File: src/rtl/mlp_result_tx.sv
// rtl/mlp_result_tx.sv - buffers MLP accumulator pairs and streams them as checksummed UART byte frames
module mlp_result_tx #(
  parameter int         FIFO_DEPTH = 4,
  parameter logic [7:0] SYNC_BYTE  = 8'hA5
) (
  input  logic                          clk,
  input  logic                          reset,
  input  logic                          mlp_acc_valid,
  input  logic signed [31:0]            mlp_acc0,
  input  logic signed [31:0]            mlp_acc1,
  input  logic [2:0]                    mlp_current_layer,
  output logic [7:0]                    tx_data,
  output logic                          tx_valid,
  input  logic                          tx_ready,
  output logic                          busy,
  output logic [$clog2(FIFO_DEPTH):0]   fifo_count,
  output logic                          overflow,
  input  logic                          clear_overflow
);

  localparam int AW = $clog2(FIFO_DEPTH);
  localparam int CW = AW + 1;

  typedef enum logic {IDLE, SEND} state_t;

  state_t          state_q, state_d;
  logic [3:0]      byte_idx_q, byte_idx_d;
  logic [7:0]      frame_q [11];
  logic [7:0]      frame_d [11];
  logic [7:0]      new_frame [11];
  logic [7:0]      tx_data_q, tx_data_d;
  logic            tx_valid_q, tx_valid_d;
  logic            overflow_q, overflow_d;
  logic [CW-1:0]   count_q, count_d;
  logic [AW-1:0]   wr_ptr_q, wr_ptr_d;
  logic [AW-1:0]   rd_ptr_q, rd_ptr_d;
  logic [66:0]     mem_q [FIFO_DEPTH];
  logic [66:0]     head;
  logic [7:0]      chk;
  logic            full, accept, last, pop, push, drop;

  always_comb begin
    head = mem_q[rd_ptr_q];
    new_frame[0] = SYNC_BYTE;
    new_frame[1] = {5'b0, head[66:64]};
    for (int k = 0; k < 4; k++) begin
      new_frame[2 + k] = head[8*k +: 8];
      new_frame[6 + k] = head[32 + 8*k +: 8];
    end
    chk = 8'h00;
    for (int k = 0; k < 10; k++) begin
      chk = chk ^ new_frame[k];
    end
    new_frame[10] = chk;

    full   = (count_q == CW'(FIFO_DEPTH));
    accept = tx_valid_q && tx_ready;
    last   = accept && (byte_idx_q == 4'd10);
    // A pop at the end of a frame lets a full FIFO still accept a same-edge push.
    pop    = (count_q != '0) && ((state_q == IDLE) || last);
    push   = mlp_acc_valid && (!full || pop);
    drop   = mlp_acc_valid && full && !pop;

    state_d    = state_q;
    byte_idx_d = byte_idx_q;
    frame_d    = frame_q;
    tx_data_d  = tx_data_q;
    tx_valid_d = tx_valid_q;
    if (pop) begin
      state_d    = SEND;
      byte_idx_d = 4'd0;
      frame_d    = new_frame;
      tx_data_d  = new_frame[0];
      tx_valid_d = 1'b1;
    end else if (last) begin
      state_d    = IDLE;
      byte_idx_d = 4'd0;
      tx_data_d  = 8'h00;
      tx_valid_d = 1'b0;
    end else if (accept) begin
      byte_idx_d = byte_idx_q + 4'd1;
      tx_data_d  = frame_q[byte_idx_q + 4'd1];
    end

    count_d    = count_q + CW'(push) - CW'(pop);
    wr_ptr_d   = push ? wr_ptr_q + AW'(1) : wr_ptr_q;
    rd_ptr_d   = pop  ? rd_ptr_q + AW'(1) : rd_ptr_q;
    overflow_d = drop | (overflow_q & ~clear_overflow);
  end

  always_ff @(posedge clk) begin
    if (!reset) begin
      state_q    <= IDLE;
      byte_idx_q <= 4'd0;
      frame_q    <= '{default: 8'h00};
      tx_data_q  <= 8'h00;
      tx_valid_q <= 1'b0;
      overflow_q <= 1'b0;
      count_q    <= '0;
      wr_ptr_q   <= '0;
      rd_ptr_q   <= '0;
    end else begin
      state_q    <= state_d;
      byte_idx_q <= byte_idx_d;
      frame_q    <= frame_d;
      tx_data_q  <= tx_data_d;
      tx_valid_q <= tx_valid_d;
      overflow_q <= overflow_d;
      count_q    <= count_d;
      wr_ptr_q   <= wr_ptr_d;
      rd_ptr_q   <= rd_ptr_d;
    end
  end

  always_ff @(posedge clk) begin
    if (push) begin
      mem_q[wr_ptr_q] <= {mlp_current_layer, mlp_acc1, mlp_acc0};
    end
  end

  assign tx_data    = tx_data_q;
  assign tx_valid   = tx_valid_q;
  assign overflow   = overflow_q;
  assign fifo_count = count_q;
  assign busy       = (state_q == SEND) || (count_q != '0);

endmodule

File: config.mk
export PLATFORM = sky130hd
export DESIGN_NAME = mlp_result_tx
export DESIGN_NICKNAME = d
export VERILOG_FILES = /design/src/rtl/mlp_result_tx.sv
export SDC_FILE = /design/constraint.sdc
export NUM_CORES = 1
export LEC_CHECK = 0
export CORE_MARGIN = 3
export CORE_UTILIZATION = 27
export CTS_CLUSTER_SIZE = 24
export DETAILED_ROUTE_END_ITERATION = 8
export PLACE_DENSITY = 0.5
export SYNTH_ARGS = -nofsm -noshare
export SYNTH_HDL_FRONTEND = slang
export SYNTH_SLANG_ARGS = --single-unit
File: constraint.sdc
create_clock -name clk -period 4.45 [get_ports clk]
set_input_delay 1.335 -clock clk [delete_from_list [all_inputs] [get_ports clk]]
set_output_delay 1.335 -clock clk [all_outputs]
set_load 0.1 [all_outputs]
After elaboration in Yosys (flattened, before gate mapping)
Memory sizes are Yosys's and may differ from the RTL's. A register that Yosys moved wholly into a read port is not among the register bits.
Cells that the tools add are included.
Widths: inputs -> output; s select.
- add/sub/neg operators: 5
- $lt $le $gt $ge: 1
- equality and inequality tests: 2
- multiplexer cells: 12
- bitwise logic cells: 15
- reductions and logical operators: 15
- operators with widths (operator ; count):
    $xor 8x8->8 ; 8
    $mux 8 ; 5
    $bmux 8 s4 ; 1
    $logic_and 1x1->1 ; 6
    $reduce_bool 3->1 ; 2
    $ge 5x5->1 const B ; 1
    $not 4->5 ; 1
    $add 2x1->2 const B ; 2
    $add 4x1->4 const B ; 1
    $eq 4x4->1 const B ; 1
    $mux 1 ; 4
    $mux 2 ; 2
    $not 2->4 ; 1
    $add 3x1->3 ; 1
    $eq 3x3->1 const B ; 1
    $logic_or 1x1->1 ; 3
    $not 1->1 ; 3
    $reduce_or 3->1 ; 1
    $sub 3x1->3 ; 1
    $logic_not 1->1 ; 2
    $reduce_bool 2->1 ; 1
    $and 1x1->1 ; 1
    $or 1x1->1 ; 1
- bits in registers: 97
- RAM bits: 268
- input bits: 72
- logic and storage cells: 70
- memories: 1
- memory list (name ; words ; width ; rd ports ; clocked after Yosys merged registers in ; write ports ; line ; source):
    mem_q ; 4 ; 67 ; 1 ; 1 ; 1 ; 37 ; logic [66:0] mem_q [FIFO_DEPTH];

Longest topological paths before layout
Gate-level depths: netlist of the first run.
- word-level depth: 9
- mapped depth: 17
- gate-level depth less buffers: 13

Worst setup path after synthesis of the first run
OpenSTA, ideal clock, no wires.
- path kind: input-to-reg
- start: input tx_ready
- end: memory mem_q[3][0] (enable)
- library setup time: 0.433 ns
- arrival: 3.397 ns
- required time: 4.017 ns
- slack: 0.621 ns
- stages on the path: 4
- cells stage by stage: inv_1 -> o21a_1 -> nand3_1 -> and3_1
- cells in the longest elaborated chain, start to end: 8
- RTL lines (item ; line ; source):
    from (decl) ; 14 ; input logic tx_ready,
    $logic_and 1x1->1 ; 57 ; accept = tx_valid_q && tx_ready;
    $logic_and 1x1->1 ; 58 ; last = accept && (byte_idx_q == 4'd10);
    $logic_or 1x1->1 ; 60 ; pop = (count_q != '0) && ((state_q == IDLE) || last);
    $logic_and 1x1->1 ; 60 ;
    $logic_or 1x1->1 ; 61 ; push = mlp_acc_valid && (!full || pop);
    $logic_and 1x1->1 ; 61 ;
    $mux 1 ; 116 ; if (push) begin
    $mux 1 (implied by the code) ; 117 ; mem_q[wr_ptr_q] <= {mlp_current_layer, mlp_acc1, mlp_acc0};
    to (decl) ; 37 ;
No other way between the ends.

Final worst setup path of the first run
- start: register count_q[0] (netlist: fifo_count[0])
- end: output busy
- cells in the longest elaborated chain, start to end: 2
- RTL lines (item ; line ; source):
    from (decl) ; 34 ; logic [CW-1:0] count_q, count_d;
    from (signal assigned) ; 109 ; count_q <= count_d;
    $reduce_bool 3->1 ; 125 ; assign busy = (state_q == SEND) || (count_q != '0);
    $logic_or 1x1->1 ; 125 ;
    to (decl) ; 15 ; output logic busy,
No other way between the ends.

==> flow_summary.ini, run 1 <==
[outcome]
run_status = complete, no violations

[sta]
slew_headroom_pct = 33.60
drv_slew = 0
skew_ns = 0.01680
rsz0062_at_grt = no
period_minus_slack_ns = 3.845
tns_ns = 0
period_share_pct = 86.41
finalWorstSetupSlack_ns = 0.6049
finalSetupViolations = 0
worst_pin_slew_ns = 0.9928
max_freq_mhz = 260.1
finalHoldViolations = 0

[yosys]
yosysWarnings = 0
netlist_area_um2 = 14700
netlist_top_cells_count = edfxtp_1 (268), nand2_1 (148), dfxtp_1 (99), mux4_2 (78), a21boi_0 (65)
muxShareOfSynthArea_pct = 13.04
synthAdderAreaFrac_pct = 0.8171
syn-num-nets = 1011
synth_edf_count = 268
synth_top_area_cell = edfxtp_1
synth_top_area_share_pct = 54.75
ys_seq_area_share_pct = 68.23
synthXorXnorAreaFrac_pct = 4.154
synth_simple_gate_area_share_pct = 6.213
ys_seq_elements = 367
avgSynthCellArea_um2 = 15.81
async_flop_share_pct = 0
ys_types = 43
synth_compound_area_share_pct = 5.422
ys.flop_type = edfxtp_1
synth_top_family_by_area = multiplexers
syn_inst = 930
synth_area_leaders = edfxtp_1 (55%), dfxtp_1 (13%), mux4_2 (12%), nand2_1 (3.8%), xnor2_1 (3.5%)
yosysMostFrequentCell = edfxtp_1

[place]
dp_worst_setup_slack_ns = 0.5518
io_buffer_count = 85
dp_hpwl_mm = 19.31
placed_area_um2 = 16350
routabilityCongestion = 0.7200

[worst_setup_path]
path_max_fanout = 4
worstSetupPathType = register to primary output
worstPathArrival_ns = 2.51
critPathCaptureType = primary output
critical_path_required_ns = 3.12
critPathLaunchType = register

[cts]
cts_htree_levels = 2
clk_latency_ns = 0.53
cts_resized = 0
cts_root_buffer = clkbuf_16
path_clk_slew_ns = 0.06
cts_sinks = 367
cts_setup_buffers = 0
cts_hold_buf = 0
clock_path_buffers = 3
cts_tree = built
cts_buffers = 40

[floorplan]
dieArea_um2 = 57280
die_w_um = 239.3
pin_count = 86
num_rows = 84
start_util_pct = 27.64
die_y_um = 239.3
core_um2 = 53180

[layout]
postLayoutCellArea_um2 = 17560
nNetsFinal = 1101
drive_gt1_share_pct = 14.82
area.growth.synth_to_final_pct = 19.42
diodes = 0

[detailed_routing]
drt-pass1-iter-count = 4
vias_per_cell = 4.507
drtIter0Drc = 297
wl_per_cell_um = 18.56
vias = 7815
drt_drc_violations_left = 0
wirelength_mm = 32.18
final_antenna_net_count = 0

[flow_run]
cap_violations = 0

[global_route]
grt_pass1_vias = 8023
grt_overflow = 0
grt_antenna_before_repair = 7
grt_first_pass_wirelength_mm = 50.04
grt_max_degree = 94
grt_use_total_pct = 11.40

[pwr]
p_leak_uw = 0.005653
power_density_nw_per_um2 = 614.8
ir_drop_mv = 0.3538
finalPower_uw = 10790

[min_path]
hold_class = register to register
[through the flow]
stage / hold WS (ns) / std cells / util [%]
floorplan: 0.4319 / 930 / -
global placement: 0.4476 / 1666 / 30.74
detailed placement: 0.4561 / 1666 / 30.74
CTS: 0.4659 / 1734 / 33.01
global route: 0.4796 / 1734 / 33.01
finish: 0.4606 / 1734 / 33.01
[cell families after synthesis]
kind of cell	after synthesis
AO/OA/AOI/OAI	114
flip-flops	367
AND/OR/NAND/NOR	213
multiplexers	94
adder cells (fa/ha/maj)	9
buffers and inverters	65
XOR/XNOR	68
[layout by cell type (no fill, tap or decap), types with 9 or more instances in the layout]
cell	synthesis	final
and2_1	10	10
nand3_1	9	9
clkbuf_16	0	41
inv_1	11	11
o21ai_0	15	15
buf_4	3	10
clkbuf_1	28	12
nand2_1	148	148
xnor2_1	58	58
dfxtp_1	99	97
a21oi_1	10	10
clkdlybuf4s50_1	0	84
nor2_1	18	18
a21boi_0	65	65
mux2i_1	16	16
edfxtp_1	268	268
mux4_2	78	78
[layout make-up]
cell class	count	area [um^2]
fillers	5208	35630
flip-flops and latches	367	10030
multi-input cells	498	4365
clock buffers	55	1099
repair buffers	101	1041
well taps	688	860.8
clock inverters	13	110.1
inverters	12	45.04
[registers in the layout (all words and copies together), names as in the netlist, named ones only]
signal,flops
rd_ptr_q,2
mem_q,268
fifo_count,3
byte_idx_q,4
frame_q,76
tx_data,8
wr_ptr_q,2
tx_valid,1
overflow,1
[critical path, cell delays in order (launching register included)]
cell	delay, ns
dfxtp_1	0.35
or3_1	0.43
nor2_1	0.18
inv_1	0.06
clkdlybuf4s50_1	0.96
[routing by layer]
metal,global-route usage (%),vias up,share of wire (%)
met4,2.620,14,1.7
met1,16.16,3962,48
li1,-,3663,-
met5,0,-,0.31
met3,3.143,54,5.4
met2,17.44,122,45
[worst paths after layout]
kind / startpoint / to / slack, ns / cells past startpoint
max: fifo_count[0] / busy / 0.60 / 4
min: frame_q[61] / frame_q[61] / 0.46 / 2
max reg2reg: byte_idx_q[0] / fifo_count[2] / 1.23 / 13
min reg2reg: frame_q[61] / frame_q[61] / 0.46 / 2
[report_power, final]
| group | internal, uW | switching (uW) | total [uW] |
|---|---|---|---|
| Sequential | 4170 | 278 | 4450 |
| Combinational | 1400 | 1840 | 3240 |
| Clock | 1830 | 1270 | 3100 |
| Total | 7410 | 3390 | 10800 |
Note: power is estimated with default switching activity, not from simulation.
==> inputs of run 2 (changes only) <==
--- a/config.mk
+++ b/config.mk
@@ -7,6 +7,7 @@
 export LEC_CHECK = 0
 export CORE_MARGIN = 3
 export CORE_UTILIZATION = 27
+export CTS_CLUSTER_DIAMETER = 80
 export CTS_CLUSTER_SIZE = 24
 export DETAILED_ROUTE_END_ITERATION = 8
 export PLACE_DENSITY = 0.5
==> flow_summary.ini, run 2 (same netlist as run 1, synthesis figures left out) <==
[global_route]
grt_max_degree = 94
grt_pass1_vias = 7836
grt_first_pass_wirelength_mm = 49.27
grt_antenna_before_repair = 7
grt_use_total_pct = 11.20
grt_overflow = 0

[sta]
drv_slew = 0
skew_ns = 0.01975
finalSetupViolations = 0
tns_ns = 0
rsz0062_at_grt = no
period_minus_slack_ns = 3.877
slew_headroom_pct = 33.82
worst_pin_slew_ns = 0.9896
max_freq_mhz = 257.9
finalHoldViolations = 0
period_share_pct = 87.13
timing.hold.ws_ns = 0.4645

[layout]
layout_commonest_cell = edfxtp_1
drive_gt1_share_pct = 13.94
fillers = 5211
regMostFlops = mem_q
nNetsFinal = 1084
largest_register_ffs = 268
diodes = 0
area.growth.synth_to_final_pct = 16.61
post-route-util_pct = 32.23
instances_no_fill = 1707
final_cell_mix = edfxtp_1 (268), nand2_1 (148), dfxtp_1 (97)

[flow_run]
cap_violations = 0

[pwr]
ir_drop_mv = 0.3542
power_density_nw_per_um2 = 585.1
finalPower_uw = 10030
p_leak_uw = 0.005452

[cts]
path_clk_slew_ns = 0.09
cts_hold_buf = 0
cts_tree = built
cts_root_buffer = clkbuf_16
cts_htree_levels = 1
clk_latency_ns = 0.55
cts_resized = 0
cts_buffers = 23
cts_setup_buffers = 0
clock_path_buffers = 3
cts_sinks = 367

[floorplan]
core_um2 = 53180
pin_count = 86
start_util_pct = 27.64
num_rows = 84
die_w_um = 239.3
dieArea_um2 = 57280
die_y_um = 239.3

[worst_setup_path]
worstPathArrival_ns = 2.54
critPathLaunchType = register
path_max_fanout = 4
critical_path_required_ns = 3.12
critPathCaptureType = primary output
worstSetupPathType = register to primary output

[detailed_routing]
vias_per_cell = 4.467
final_antenna_net_count = 0
drt_drc_violations_left = 0
drt-pass1-iter-count = 4
drtIter0Drc = 415
wirelength_mm = 31.79
vias = 7626
wl_per_cell_um = 18.62

[place]
io_buffer_count = 85
dp_hpwl_mm = 19.31
routabilityCongestion = 0.7200
placed_cells = 1666

[outcome]
run_status = complete, no violations

[min_path]
hold_class = register to register
[run 2: cell count changes in the layout (fill, tap and decap cells not counted)]
| cell | change |
|---|---|
| clkbuf_16 | -18 |
| clkbuf_1 | -8 |
| clkinv_1 | -6 |
| clkinv_8 | +4 |
| clkinv_2 | -3 |
| inv_8 | +3 |
| inv_6 | +2 |
| clkbuf_8 | -1 |
| clkinv_4 | +1 |
| clkinvlp_4 | -1 |
[run 2: where the power goes]
part | internal (uW) | total (uW) | switching [uW]
combinational | 1400 | 3230 | 1830
clock | 1140 | 2360 | 1220
sequential | 4170 | 4440 | 277
total | 6710 | 10000 | 3320
[run 2: cell type report]
class	count	area [um^2]	area share, %
multi-input combinational	498	4365	25.47
clock inverter	13	190.2	1.109
clock buffer	28	604.3	3.526
inverter	12	45.04	0.2628
sequential	367	10030	58.54
tap	688	860.8	5.022
timing repair buffer	101	1041	6.073
[run 2: routing by layer]
| metal | global-route usage, % | vias to the layer above | share of wire [%] |
|---|---|---|---|
| li1 | - | 3616 | - |
| met4 | 2.217 | 14 | 1.2 |
| met3 | 2.683 | 37 | 5.2 |
| met2 | 17.18 | 108 | 45 |
| met1 | 16.26 | 3851 | 49 |
| met5 | 0 | - | 0.29 |
[run 2: path summary, 6_finish.rpt]
kind | start | endpoint | slack (ns) | cells past startpoint
worst min-delay path | frame_q[61] | frame_q[61] | 0.46 | 2
worst max register to register | byte_idx_q[0] | fifo_count[2] | 1.24 | 13
worst min register to register | frame_q[61] | frame_q[61] | 0.46 | 2
worst max-delay path | fifo_count[0] | busy | 0.57 | 4
[run 2: stage by stage]
step,setup slack [ns],cell area [um^2]
after detailed placement,0.5518,16350
after global placement,0.5296,16350
after global routing,0.4729,17140
after CTS,0.5465,17140
final,0.5727,17140
after floorplan,0.6207,14700
[run 2: critical path, stage by stage (launching register included)]
cell	delay [ns]
dfxtp_1	0.36
or3_1	0.43
nor2_1	0.18
inv_1	0.06
clkdlybuf4s50_1	0.96
